==> src/rtl/mem_arbiter.sv <==
// mem_arbiter: two-port req/ack arbiter in front of the single-port 32x16
// data_memory. Port 0 is instruction fetch, port 1 is load/store.
// A grant latches the winner's request, the next cycle drives the memory,
// and the cycle after that pulses ack for the winner.
// Optional build macro: MEM_ARB_ROUND_ROBIN_EN selects round-robin tie-break
// (port 0 wins the first tie); undefined gives fixed priority to port 0.
module mem_arbiter (
   input  logic        Clock,
   input  logic        Resetn,
   input  logic        req0,
   input  logic        we0,
   input  logic [4:0]  addr0,
   input  logic [15:0] wdata0,
   output logic        ack0,
   output logic [15:0] rdata0,
   input  logic        req1,
   input  logic        we1,
   input  logic [4:0]  addr1,
   input  logic [15:0] wdata1,
   output logic        ack1,
   output logic [15:0] rdata1,
   output logic [4:0]  mem_addr,
   output logic [15:0] mem_data,
   output logic        mem_wr_en,
   input  logic [15:0] mem_q
);

   typedef enum logic [1:0] {IDLE = 2'd0, ACCESS = 2'd1, RESP = 2'd2} state_t;

   typedef struct packed {
      logic        we;
      logic [4:0]  addr;
      logic [15:0] wdata;
   } mem_req_t;

   state_t         state, state_nxt;
   mem_req_t [1:0] req_in;
   mem_req_t       lat_q;
   logic           sel_q;
   logic           grant_sel;
   logic           any_req;

   assign req_in[0] = {we0, addr0, wdata0};
   assign req_in[1] = {we1, addr1, wdata1};
   assign any_req   = req0 | req1;

   // Memory sees the latched request; address/data hold between accesses.
   assign mem_addr  = lat_q.addr;
   assign mem_data  = lat_q.wdata;

`ifdef MEM_ARB_ROUND_ROBIN_EN
   logic last_grant;

   // Tie goes to the port that did not win last time; a lone request wins.
   assign grant_sel = (req0 && req1) ? ~last_grant : (req1 & ~req0);

   // Remember the most recent winner; reset to 1 so port 0 takes the first tie.
   always_ff @(posedge Clock or negedge Resetn) begin
      if (!Resetn)
         last_grant <= 1'b1;
      else if (state == IDLE && any_req)
         last_grant <= grant_sel;
   end
`else
   // Fixed priority: port 0 whenever it is requesting.
   assign grant_sel = ~req0;
`endif

   // State register.
   always_ff @(posedge Clock or negedge Resetn) begin
      if (!Resetn)
         state <= IDLE;
      else
         state <= state_nxt;
   end

   // Next state and memory write strobe.
   always_comb begin
      state_nxt = state;
      mem_wr_en = 1'b0;
      case (state)
         IDLE:    if (any_req) state_nxt = ACCESS;
         ACCESS:  begin
                     mem_wr_en = lat_q.we;
                     state_nxt = RESP;
                  end
         RESP:    state_nxt = IDLE;
         default: state_nxt = IDLE;
      endcase
   end

   // Grant latch, read-data capture and the registered ack pulse.
   always_ff @(posedge Clock or negedge Resetn) begin
      if (!Resetn) begin
         lat_q  <= '0;
         sel_q  <= 1'b0;
         ack0   <= 1'b0;
         ack1   <= 1'b0;
         rdata0 <= '0;
         rdata1 <= '0;
      end else begin
         ack0 <= 1'b0;
         ack1 <= 1'b0;
         case (state)
            IDLE: if (any_req) begin
               sel_q <= grant_sel;
               lat_q <= req_in[grant_sel];
            end
            ACCESS: begin
               if (sel_q) ack1 <= 1'b1;
               else       ack0 <= 1'b1;
               if (!lat_q.we) begin
                  if (sel_q) rdata1 <= mem_q;
                  else       rdata0 <= mem_q;
               end
            end
            default: ;
         endcase
      end
   end

endmodule

==> config.mk <==
export PLATFORM = sky130hd
export DESIGN_NAME = mem_arbiter
export DESIGN_NICKNAME = d
export VERILOG_FILES = /design/src/rtl/mem_arbiter.sv
export SDC_FILE = /design/constraint.sdc
export NUM_CORES = 1
export LEC_CHECK = 0
export BUFFER_PORTS_ARGS = -buffer_cell sky130_fd_sc_hd__buf_2
export CAP_MARGIN = 20
export CELL_PAD_IN_SITES_DETAIL_PLACEMENT = 1
export CELL_PAD_IN_SITES_GLOBAL_PLACEMENT = 2
export CORE_MARGIN = 8
export CORE_UTILIZATION = 27
export CTS_CLUSTER_DIAMETER = 80
export DETAILED_ROUTE_END_ITERATION = 12
export PLACE_DENSITY = 0.81
export SLEW_MARGIN = 40
export SYNTH_ARGS = -nofsm -noshare
export SYNTH_HDL_FRONTEND = slang
export SYNTH_SLANG_ARGS = --single-unit
==> constraint.sdc <==
create_clock -name Clock -period 1.5 [get_ports Clock]
set_clock_uncertainty 0.05 [all_clocks]
set_input_delay 0.225 -clock Clock [delete_from_list [all_inputs] [get_ports Clock]]
set_output_delay 0.225 -clock Clock [all_outputs]
set_load 0.005 [all_outputs]
# Word-level counts from Yosys, hierarchy flattened
# Index checks and enable logic that the tools add are counted.
[word_totals]
reg_bits = 59
latchBits = 0
mem_bits_rw = 0
mem_bits_ro = 0
inputBits = 64
output_inout_bits = 56
mem_count = 0
[classes]
n_addsub = 0
multipliers = 0
n_div = 0
order_cmp = 1
n_eq_ne = 2
shifts = 0
n_mux = 9
bitwise_logic = 4
reduce_logical = 4
[ops]
columns = ["operator", "n"]
rows = [
  ["$mux W22", 2],
  ["$reduce_and A3 Y1", 2],
  ["$mux W1", 5],
  ["$pmux W2 S2", 1],
  ["$not A1 Y1", 3],
  ["$eq A2 B1 Y1 const B", 1],
  ["$logic_not A2 Y1", 1],
  ["$lt A1 B2 Y1 const B", 1],
  ["$mux W2", 1],
  ["$ne A2 B2 Y1 const B", 1],
  ["$reduce_and A2 Y1", 1],
  ["$or A1 B1 Y1", 1],
]

# Logic depth before layout (Yosys ltp)
[depth]
word_depth = 3
mapped_depth = 4
depth_no_buf = 3

# Worst setup path after synthesis
# OpenSTA, ideal clock, no wires.
[synth_timing]
kind = "flip-flop to flip-flop"
startpoint = "reg state[1]"
endpoint = "reg rdata1[10]"
t_arrival_ps = 1364
t_required_ps = 1325
setup_slack_ps = -38
path_stages_with_launch = 5
n_path_buf = 1
synth_period_minus_slack_ps = 1538
path_cell_list = "dfrtp_1 > nand2b_4 > nor3b_4 > buf_8 > mux2_2"
[synth_between]
elab_chain_len = 2
[synth_rtl]
columns = ["element", "line", "rtl"]
rows = [
  ["start, declared", "36", "state_t state, state_nxt;"],
  ["start signal, assigned", "74", "state <= state_nxt;"],
  ["$eq A2 B1 Y1", "104", "case (state)"],
  ["$reduce_and A3 Y1 (no source line)", "-", ""],
  ["end signal, assigned", "113", "if (sel_q) rdata1 <= mem_q;"],
  ["end, declared", "21", "output logic [15:0] rdata1,"],
]
# Every way passes these cells.
# A chain may end at the register's enable or synchronous reset.

# Final worst setup path
[layout_timing]
startpoint = "reg state[1]"
endpoint = "reg rdata1[1]"
# The elaborated chain is that of the path after synthesis.

==> out/results.txt <==
status: finished, final reports clean
MaxCap Viol Count: 0
gr usage total: 10.49%
Fillers: 1066
# setup viols final: 0
final wirelength: 6669 um
layout cells sized above 1: 77.85%
most frequent cells after synthesis: mux2_2 (76), dfrtp_1 (59), buf_4 (24)
Yosys top cell by area: dfrtp_1
vias in the first global route: 2147
1st-iter DRT viols: 22
count leader, synth: mux2_2
TritonCTS Sinks: 59
prevailing post-synth register cell: dfrtp_1
initial antenna violation count: 0
Crit Reg-Reg Endpoint: rdata1[1]
DR WL/cell: 15.80 um
fin worst setup slack: 0.01548 ns
pin count of the biggest net entering global routing: 60
die height: 114.7 um
setup bufs post-CTS: 0
clock slew at reported path FFs: 0.07 ns
Seq/Total Area, Yosys: 56.11%
post-layout min period: 1.485 ns
Pleak: 0.001714 uW
DRC: 0
Cells after Synth: 174
synthesis-to-finish area growth: 36.09%
H-tree depth: 3
register area: 1476 sq um
gpl congestion: 0.6718
worst endpoint data arrival time: 1.65 ns
Detail Route Antenna Nets: 0
Post-Place Cell Area: 3319 sq um
worst skew pair latency: 0.33 ns
hold slack final: 0.08290 ns
first-pass GRT wire length: 10750 um
Area contributors post-synth: dfrtp_1 (56%), mux2_2 (33%), buf_4 (6.8%)
Max-slew headroom: 77.44%
vias post-DR: 1777
pwr dens: 1975 nW/um^2
HP Class: in -> reg
RSZ-0062 raised after global routing: true
dpl ws: 0.009115 ns
TritonRoute pass-1 iters: 3
Mapped Area: 2631 sq um
design area: 3581 sq um
antenna cells: 0
Critical path origin: state[1]
CTS buffer count: 9
type of destination of the critical path: flop
crit path launch type: flop
# IOs: 120
Worst R2R Path Depth: 4
FF+latch count, synth: 59
CORE AREA: 9639 sq um
slowest stage delay, CP: 0.39 ns
highest ir drop seen on vdd: 532.0 uV
kind of critical path: reg -> reg
cells along the critical path: nand2b_4, nor3b_4, buf_12, mux2_2
worst slew pin tran: 0.3383 ns
fin nets: 350
post-layout util: 37.15%
Die W: 114.7 um
Final Hold Vio Count: 0
Max Freq: 673.6 MHz
top cell type's share of synthesized area: 56.11%
CTS root buf: clkbuf_8
internal reg-to-reg setup slack: 0.02 ns
r2r startpoint: state[1]
vias per cell: 4.211
Distinct cells, synth: 14
worst path required time: 1.66 ns
HPWL Detailed: 4931 um
share of flip-flops with an asynchronous set or reset: 100.0%
Yosys Warn Count: 0
syn nets: 238
die footprint: 13160 sq um
period utilisation layout: 98.97%
Initial Utilization: 27.30%
GR Overflow Total: 0
Worst Path Max Fanout: 16
Syn Area/Cell: 15.12 sq um
CTS tree: built
CP endpoint: rdata1[1]
Multi-input gate area: 982.2 sq um
Pins Over Slew Limit: 0
Post-synth EDFFs: 0
Port-buffer cells: 119
Clock Path Buffers: 2
CP max stage cell: dfrtp_1
Row Count: 36
==> cell families after synthesis <==
kind of cell | share of synthesized area, %
mux | 32.52
compound gates | 0.6658
buf+inv | 8.083
simple gates | 2.615
flops | 56.11
==> area by class of cell <==
class | instances | share of cell area (%)
well taps | 133 | 4.647
multi-input cells | 86 | 27.43
clock buffers | 9 | 3.459
repair buffers | 129 | 21.56
clock inverters | 5 | 1.572
flip-flops and latches | 59 | 41.23
inverters | 1 | 0.1048
==> stage by stage <==
step                      cells  power [uW]  TNS [ns]
after floorplan             174        4626   -0.2051
after global placement      406        5480         0
after detailed placement    406        5604         0
after CTS                   421        7063         0
after global routing        422        7641   -0.4669
final                       422        7071         0
==> per-layer routing <==
layer	track usage, %	part of all wire [%]
met1	11.30	40
met3	4.747	7.9
met4	3.152	1.1
met2	18.11	51
met5	0	0
==> cell usage in the layout (no fill, tap or decap), types with 2 or more instances in the layout <==
cell	count
buf_2	118
mux2_2	67
dfrtp_1	59
mux2_4	9
clkbuf_8	9
buf_12	6
a21oi_1	2
clkinv_2	2
buf_4	2
==> power by group <==
group	leakage [uW]	total (uW)	switching, uW	internal, uW
Sequential	0.000704	2840	433	2400
Clock	0.0000909	1370	626	745
Combinational	0.000919	2860	1080	1790
==> registers in the layout, summed over array words and instances, names as in the netlist <==
name	flops
lat_q	1
state	2
ack0	1
rdata1	16
mem_data	16
rdata0	16
ack1	1
mem_addr	5
sel_q	1
==> repair_timing <==
action                                 4_1_cts  5_1_grt
resized for setup                            3       11
setup endpoints to repair                    1       36
endpoints found under the hold margin       59        0
cloned                                       0        1
hold buffers                                 1        0
==> worst min path at each step <==
stage                  end  cells past startpoint  slack (ns)  startpoint
3_3_place_gp   mem_addr[0]                      2        0.21      Resetn
5_1_grt          rdata1[5]                      2        0.06    mem_q[5]
6_report         rdata1[5]                      2        0.08    mem_q[5]
3_5_place_dp   mem_addr[0]                      2        0.21      Resetn
2_1_floorplan         ack0                      0       -0.12      Resetn
4_1_cts         rdata0[14]                      2        0.06   mem_q[14]
==> critical path: cells and delay by family (launching register included) <==
family / cells / cell delay, ns
DFF: 1 / 0.39
and+or+nand+nor: 2 / 0.39
muxes: 1 / 0.34
buffers and inverters: 1 / 0.20
Note: power is estimated with default switching activity, not from simulation.
